[src/rtl/frame_swap_ctrl.sv]
// -----------------------------------------------------------------------------
// frame_swap_ctrl
//
// Double-buffered frame controller between an SPI pixel receiver and a VGA
// scan-out. While the back bank is being filled from the SPI stream, the
// front bank (rd_bank_sel) is displayed. A completed frame is promoted to the
// front at the next vertical blank. If vertical blank arrives before the back
// bank is complete (underrun), the display repeats the previous frame and the
// fill simply continues.
//
// Parameters
//   X_WIDTH     stored frame width in pixels
//   Y_HEIGHT    stored frame height in lines
//   NUM_FRAMES  frames to display before DONE; 0 runs forever
//
// Ports
//   CLK_40        in   system clock
//   reset         in   synchronous active-high reset
//   start         in   one-cycle pulse, begins streaming from IDLE
//   abort         in   level, forces return to IDLE (highest priority)
//   bit_valid     in   one-cycle strobe per received pixel bit
//   frame_end     in   one-cycle pulse at start of VGA vertical blank
//   spi_req       out  keep the SPI master streaming (high only while filling)
//   wr_en         out  back-bank write enable
//   wr_x / wr_y   out  back-bank write address
//   rd_bank_sel   out  bank on display; write bank is its inverse
//   swap          out  one-cycle pulse on bank exchange
//   done          out  high once NUM_FRAMES frames have been shown
//   frames_shown  out  swaps since start, wraps at 65535
//   underrun_cnt  out  (only with FRAME_SWAP_CTRL_UNDERRUN_CNT_EN) saturating
//                      count of underrun events, cleared by reset/abort/start
//
// Build option: define FRAME_SWAP_CTRL_UNDERRUN_CNT_EN to add underrun_cnt.
// -----------------------------------------------------------------------------
module frame_swap_ctrl #(
  parameter int X_WIDTH    = 200,
  parameter int Y_HEIGHT   = 150,
  parameter int NUM_FRAMES = 6572,
  localparam int XW = (X_WIDTH  > 1) ? $clog2(X_WIDTH)  : 1,
  localparam int YW = (Y_HEIGHT > 1) ? $clog2(Y_HEIGHT) : 1
) (
  input  logic          CLK_40,
  input  logic          reset,
  input  logic          start,
  input  logic          abort,
  input  logic          bit_valid,
  input  logic          frame_end,
  output logic          spi_req,
  output logic          wr_en,
  output logic [XW-1:0] wr_x,
  output logic [YW-1:0] wr_y,
  output logic          rd_bank_sel,
  output logic          swap,
  output logic          done,
  output logic [15:0]   frames_shown
`ifdef FRAME_SWAP_CTRL_UNDERRUN_CNT_EN
  ,
  output logic [15:0]   underrun_cnt
`endif
);

  typedef enum logic [2:0] {
    ST_IDLE  = 3'd0,
    ST_FILL  = 3'd1,
    ST_READY = 3'd2,
    ST_SWAP  = 3'd3,
    ST_DONE  = 3'd4
  } state_t;

  localparam logic [XW-1:0] X_LAST        = XW'(X_WIDTH - 1);
  localparam logic [YW-1:0] Y_LAST        = YW'(Y_HEIGHT - 1);
  localparam logic [15:0]   FRAMES_TARGET = 16'(NUM_FRAMES);
  localparam logic          RUN_FOREVER   = (NUM_FRAMES == 0);

  state_t        state_r, state_nxt_s;
  logic [XW-1:0] wr_x_r, wr_x_nxt_s;
  logic [YW-1:0] wr_y_r, wr_y_nxt_s;
  logic          rd_bank_r, rd_bank_nxt_s;
  logic [15:0]   frames_r, frames_nxt_s;
  logic [15:0]   frames_inc_s;

  assign frames_inc_s = frames_r + 16'd1;

  // State and datapath registers.
  always_ff @(posedge CLK_40) begin
    if (reset) begin
      state_r   <= ST_IDLE;
      wr_x_r    <= '0;
      wr_y_r    <= '0;
      rd_bank_r <= 1'b0;
      frames_r  <= 16'd0;
    end else begin
      state_r   <= state_nxt_s;
      wr_x_r    <= wr_x_nxt_s;
      wr_y_r    <= wr_y_nxt_s;
      rd_bank_r <= rd_bank_nxt_s;
      frames_r  <= frames_nxt_s;
    end
  end

  // Next-state, next-datapath and state-decoded outputs.
  always_comb begin
    state_nxt_s   = state_r;
    wr_x_nxt_s    = wr_x_r;
    wr_y_nxt_s    = wr_y_r;
    rd_bank_nxt_s = rd_bank_r;
    frames_nxt_s  = frames_r;
    spi_req       = 1'b0;
    wr_en         = 1'b0;
    swap          = 1'b0;
    done          = 1'b0;

    case (state_r)
      ST_FILL: begin
        spi_req = 1'b1;
        wr_en   = bit_valid;
      end
      ST_SWAP: begin
        swap = 1'b1;
      end
      ST_DONE: begin
        done = 1'b1;
      end
      default: begin
        spi_req = 1'b0;
      end
    endcase

    // abort overrides every input; the displayed bank is kept so the
    // screen keeps showing the last completed frame.
    if (abort) begin
      state_nxt_s  = ST_IDLE;
      wr_x_nxt_s   = '0;
      wr_y_nxt_s   = '0;
      frames_nxt_s = 16'd0;
    end else begin
      case (state_r)
        ST_IDLE: begin
          if (start) begin
            state_nxt_s  = ST_FILL;
            wr_x_nxt_s   = '0;
            wr_y_nxt_s   = '0;
            frames_nxt_s = 16'd0;
          end else begin
            state_nxt_s = ST_IDLE;
          end
        end
        ST_FILL: begin
          // frame_end here is an underrun: nothing changes on the display
          // side. That includes frame_end landing on the last pixel - the
          // frame then waits in READY for the following blank.
          if (bit_valid) begin
            if (wr_x_r == X_LAST) begin
              wr_x_nxt_s = '0;
              if (wr_y_r == Y_LAST) begin
                wr_y_nxt_s  = '0;
                state_nxt_s = ST_READY;
              end else begin
                wr_y_nxt_s = wr_y_r + YW'(1);
              end
            end else begin
              wr_x_nxt_s = wr_x_r + XW'(1);
            end
          end else begin
            state_nxt_s = ST_FILL;
          end
        end
        ST_READY: begin
          if (frame_end) begin
            state_nxt_s = ST_SWAP;
          end else begin
            state_nxt_s = ST_READY;
          end
        end
        ST_SWAP: begin
          rd_bank_nxt_s = ~rd_bank_r;
          frames_nxt_s  = frames_inc_s;
          if (!RUN_FOREVER && (frames_inc_s == FRAMES_TARGET)) begin
            state_nxt_s = ST_DONE;
          end else begin
            state_nxt_s = ST_FILL;
          end
        end
        ST_DONE: begin
          state_nxt_s = ST_DONE;
        end
        default: begin
          state_nxt_s = ST_IDLE;
          wr_x_nxt_s  = '0;
          wr_y_nxt_s  = '0;
        end
      endcase
    end
  end

  assign wr_x         = wr_x_r;
  assign wr_y         = wr_y_r;
  assign rd_bank_sel  = rd_bank_r;
  assign frames_shown = frames_r;

`ifdef FRAME_SWAP_CTRL_UNDERRUN_CNT_EN
  logic [15:0] underrun_r;

  // Saturating count of vertical blanks that found the back bank incomplete.
  always_ff @(posedge CLK_40) begin
    if (reset) begin
      underrun_r <= 16'd0;
    end else if (abort) begin
      underrun_r <= 16'd0;
    end else if ((state_r == ST_IDLE) && start) begin
      underrun_r <= 16'd0;
    end else if ((state_r == ST_FILL) && frame_end && (underrun_r != 16'hFFFF)) begin
      underrun_r <= underrun_r + 16'd1;
    end else begin
      underrun_r <= underrun_r;
    end
  end

  assign underrun_cnt = underrun_r;
`else
  // Underrun counter not built in this configuration.
`endif

endmodule

[config.mk]
export PLATFORM = sky130hd
export DESIGN_NAME = frame_swap_ctrl
export DESIGN_NICKNAME = d
export VERILOG_FILES = /design/src/rtl/frame_swap_ctrl.sv
export SDC_FILE = /design/constraint.sdc
export NUM_CORES = 1
export LEC_CHECK = 0
export CAP_MARGIN = 5
export CORE_UTILIZATION = 40
export CTS_CLUSTER_DIAMETER = 80
export CTS_CLUSTER_SIZE = 16
export DETAILED_ROUTE_END_ITERATION = 10
export DONT_BUFFER_PORTS = 1
export HOLD_SLACK_MARGIN = 0.05
export PLACE_DENSITY = 0.55
export SETUP_SLACK_MARGIN = 0.2
export SYNTH_ARGS = -nofsm -noshare
export SYNTH_HDL_FRONTEND = slang
export SYNTH_SLANG_ARGS = --single-unit
[constraint.sdc]
create_clock -name CLK_40 -period 2.13 [get_ports CLK_40]
set_clock_uncertainty 0.1 [all_clocks]
set_input_delay 0.213 -clock CLK_40 [delete_from_list [all_inputs] [get_ports CLK_40]]
set_output_delay 0.213 -clock CLK_40 [all_outputs]
set_load 0.05 [all_outputs]
==> impl_metrics.tcl <==
set metrics [dict create \
    status "finished, final reports clean" \
    chipHeight_microns 73.9 \
    drtIter0Drc 150 \
    slew_headroom_pct 65.5 \
    cp_data_arrival_time_ns 1.95 \
    initial_core_util_pct 42.7 \
    grt_use_total_pct 19.8 \
    crit_fanout 5 \
    pwr-share-seq_pct 48.5 \
    hp-class "input pin to flip-flop" \
    power.total_mw 1.39 \
    cap_violations 0 \
    synth_edf_count 0 \
    syn_area_per_cell_sq_um 8.44 \
    slew_viol_final 0 \
    most-common-layout-cells "47 x buf_4, 34 x nor2_1, 19 x a21oi_1, 16 x o21ai_0, 16 x dfxtp_2" \
    cts_tree "built" \
    clk_path_buf_depth 2 \
    max_freq_mhz 529 \
    clock_sinks 36 \
    rows 25 \
    place_hpwl_microns 3760 \
    grt_remaining_overflow 0 \
    combPwrFrac_pct 8.6 \
    placed_cells 343 \
    diodes 0 \
    synth.distinct_cells 56 \
    power_density_nw_per_um2 512 \
    stdcell_count 358 \
    pwr-share-clk_pct 42.8 \
    p_leak_nw 1.03 \
    worst_pin_slew_ns 0.517 \
    wl_microns 5280 \
    setup_tns_ns 0 \
    period_share_pct 88.7 \
    final_common_cell "buf_4" \
    synth_top_cell_area_share_pct 34.8 \
    io_buffers 0 \
    crit_required_ns 2.19 \
    wl_per_cell_microns 14.7 \
    num_io_pins 43 \
    layout-drive-gt1-share_pct 37.5 \
    cts_root_buffer "clkbuf_8" \
    hold_start "bit_valid" \
    p_int_mw 1.06 \
    fin_area_sq_um 2710 \
    r2r_setup_slack_ns 0.24 \
    clk_pin_slew_ns 0.08 \
    cts_max_level 2 \
    synth_seq_area_share_pct 34.8 \
    grt_max_degree 17 \
    num_vias 1968 \
    layout_setup_ws_ns 0.241 \
    ir_worst_vdd_uv 308 \
    crit_type "flip-flop to flip-flop" \
    setup_viol 0 \
    pre_cts_ws_ns 0.118 \
    area_delta_synth_final_pct 31.0 \
    insertion_delay_ns 0.29 \
    postPlaceCellArea_sq_um 2440 \
    final_nets 300 \
    finalHoldViolCount 0 \
    synth_ff_type "dfxtp_1" \
    syn_inst 245 \
    period_needed_ns 1.89 \
    gp_congestion 0.810 \
    drc 0 \
    p_switching_mw 0.327 \
    postRouteAntennaNets 0 \
    grt_pass1_wl_microns 8350 \
    ys_warn_count 0 \
    die_w_microns 73.9 \
    min_path_cells 3 \
    end_kind "flip-flop" \
    rr_endpoint "state_r[0]" \
    antenna_found_initial 0 \
    syn-num-nets 255 \
    r2r-start "frames_shown[2]" \
    async_reset_ff_share_pct 0 \
    cts_buffers 5 \
    yosysTopAreaCell "dfxtp_1" \
    postSynthRegisterBits 36 \
    synth.area.top_cells "dfxtp_1 35%, nor2_1 6.2%, xor2_1 5.9%, a21oi_1 4.6%, nand4_1 4.5%" \
    dr.pass1.iters 4 \
    viasPerCell 5.50 \
    reg2reg_depth 6 \
    syn_area_sq_um 2070 \
    core_sq_um 4850 \
    grt_pass1_vias 1735 \
    startpoint_type "flip-flop" \
    die_area_sq_um 5460 \
    worstHoldEndpoint "state_r[1]" \
    switching_share_pct 23.5 \
    rsz0062_at_grt "false" \
]
[through the flow]
stage          hold WS [ns]  util, %
3_3_place_gp          0.184     50.4
5_1_grt               0.150     55.9
4_1_cts               0.116     53.9
6_report              0.112     55.9
2_1_floorplan         0.182        -
3_5_place_dp          0.185     50.4
[layer usage]
layer  track usage (%)  share of wire, %
met1              29.4                50
met2              28.2                44
met3              5.21               4.7
met4              5.13              0.95
met5                 0                 0
[state kept, by name, summed over array words and instances (netlist names)]
name and count:
wr_x 8, rd_bank_sel 1, wr_y 8, state_r 3, frames_shown 16
[cell usage after synthesis, drive strengths merged, types with 6 or more instances]
| master | count |
|---|---|
| nor3 | 6 |
| dfxtp | 36 |
| inv | 6 |
| nor4 | 9 |
| nand3 | 10 |
| nand4 | 15 |
| xor2 | 14 |
| nor2 | 34 |
| o21ai | 18 |
| nand2 | 14 |
| clkbuf | 8 |
| a21oi | 19 |
[cells by family after synthesis]
group                      synth area share [%]
AOI/OAI and AO/OA                          17.1
xor gates and xnor gates                   6.35
adders and majority gates                  2.42
buffers and inverters                      6.41
DFF                                        34.8
muxes                                      2.60
and+or+nand+nor                            30.3
[power by group through the flow]
stage / logic, mW / registers (mW) / clock network, mW
finish: 0.120 / 0.674 / 0.595
global route: 0.131 / 0.674 / 0.644
CTS: 0.114 / 0.672 / 0.609
detailed placement: 0.108 / 0.688 / 0
global placement: 0.107 / 0.688 / 0
floorplan: 0.0719 / 0.695 / 0
[timing repair]
item | 4_1_cts | 5_1_grt
setup endpoints to repair | 6 | 17
cloned | 0 | 0
resized for setup | 4 | 14
hold endpoints to repair | 1 | 0
hold buffers | 2 | 0
pin swaps | 2 | 6
setup buffers | 3 | 2
[how the worst max path moves through the flow]
stage,slack [ns],startpoint,endpoint,depth (start not counted)
2_1_floorplan,0.19,frames_shown[1],state_r[0],6
3_3_place_gp,0.16,frames_shown[1],state_r[0],6
3_5_place_dp,0.12,state_r[1],wr_y[1],7
4_1_cts,0.19,state_r[2],wr_y[1],5
5_1_grt,0.17,frames_shown[2],state_r[2],6
6_report,0.24,frames_shown[2],state_r[0],6
[worst max-delay path, cell delays in order (launching register included)]
cell and delay (ns):
dfxtp_2 0.37, buf_6 0.18, nand3_1 0.10, nor4_2 0.32, xor2_1 0.17, a2111oi_4 0.40, a21oi_1 0.10
[layout make-up]
| cell class | count | area (sq um) |
|---|---|---|
| Clock inverter | 2 | 35.0 |
| Clock buffer | 6 | 72.6 |
| Multi-Input combinational cell | 190 | 1320 |
| Sequential cell | 36 | 767 |
| Fill cell | 448 | 2140 |
| Timing Repair Buffer | 51 | 404 |
| Tap cell | 67 | 83.8 |
| Inverter | 6 | 26.3 |
Note: power is estimated with default switching activity, not from simulation.
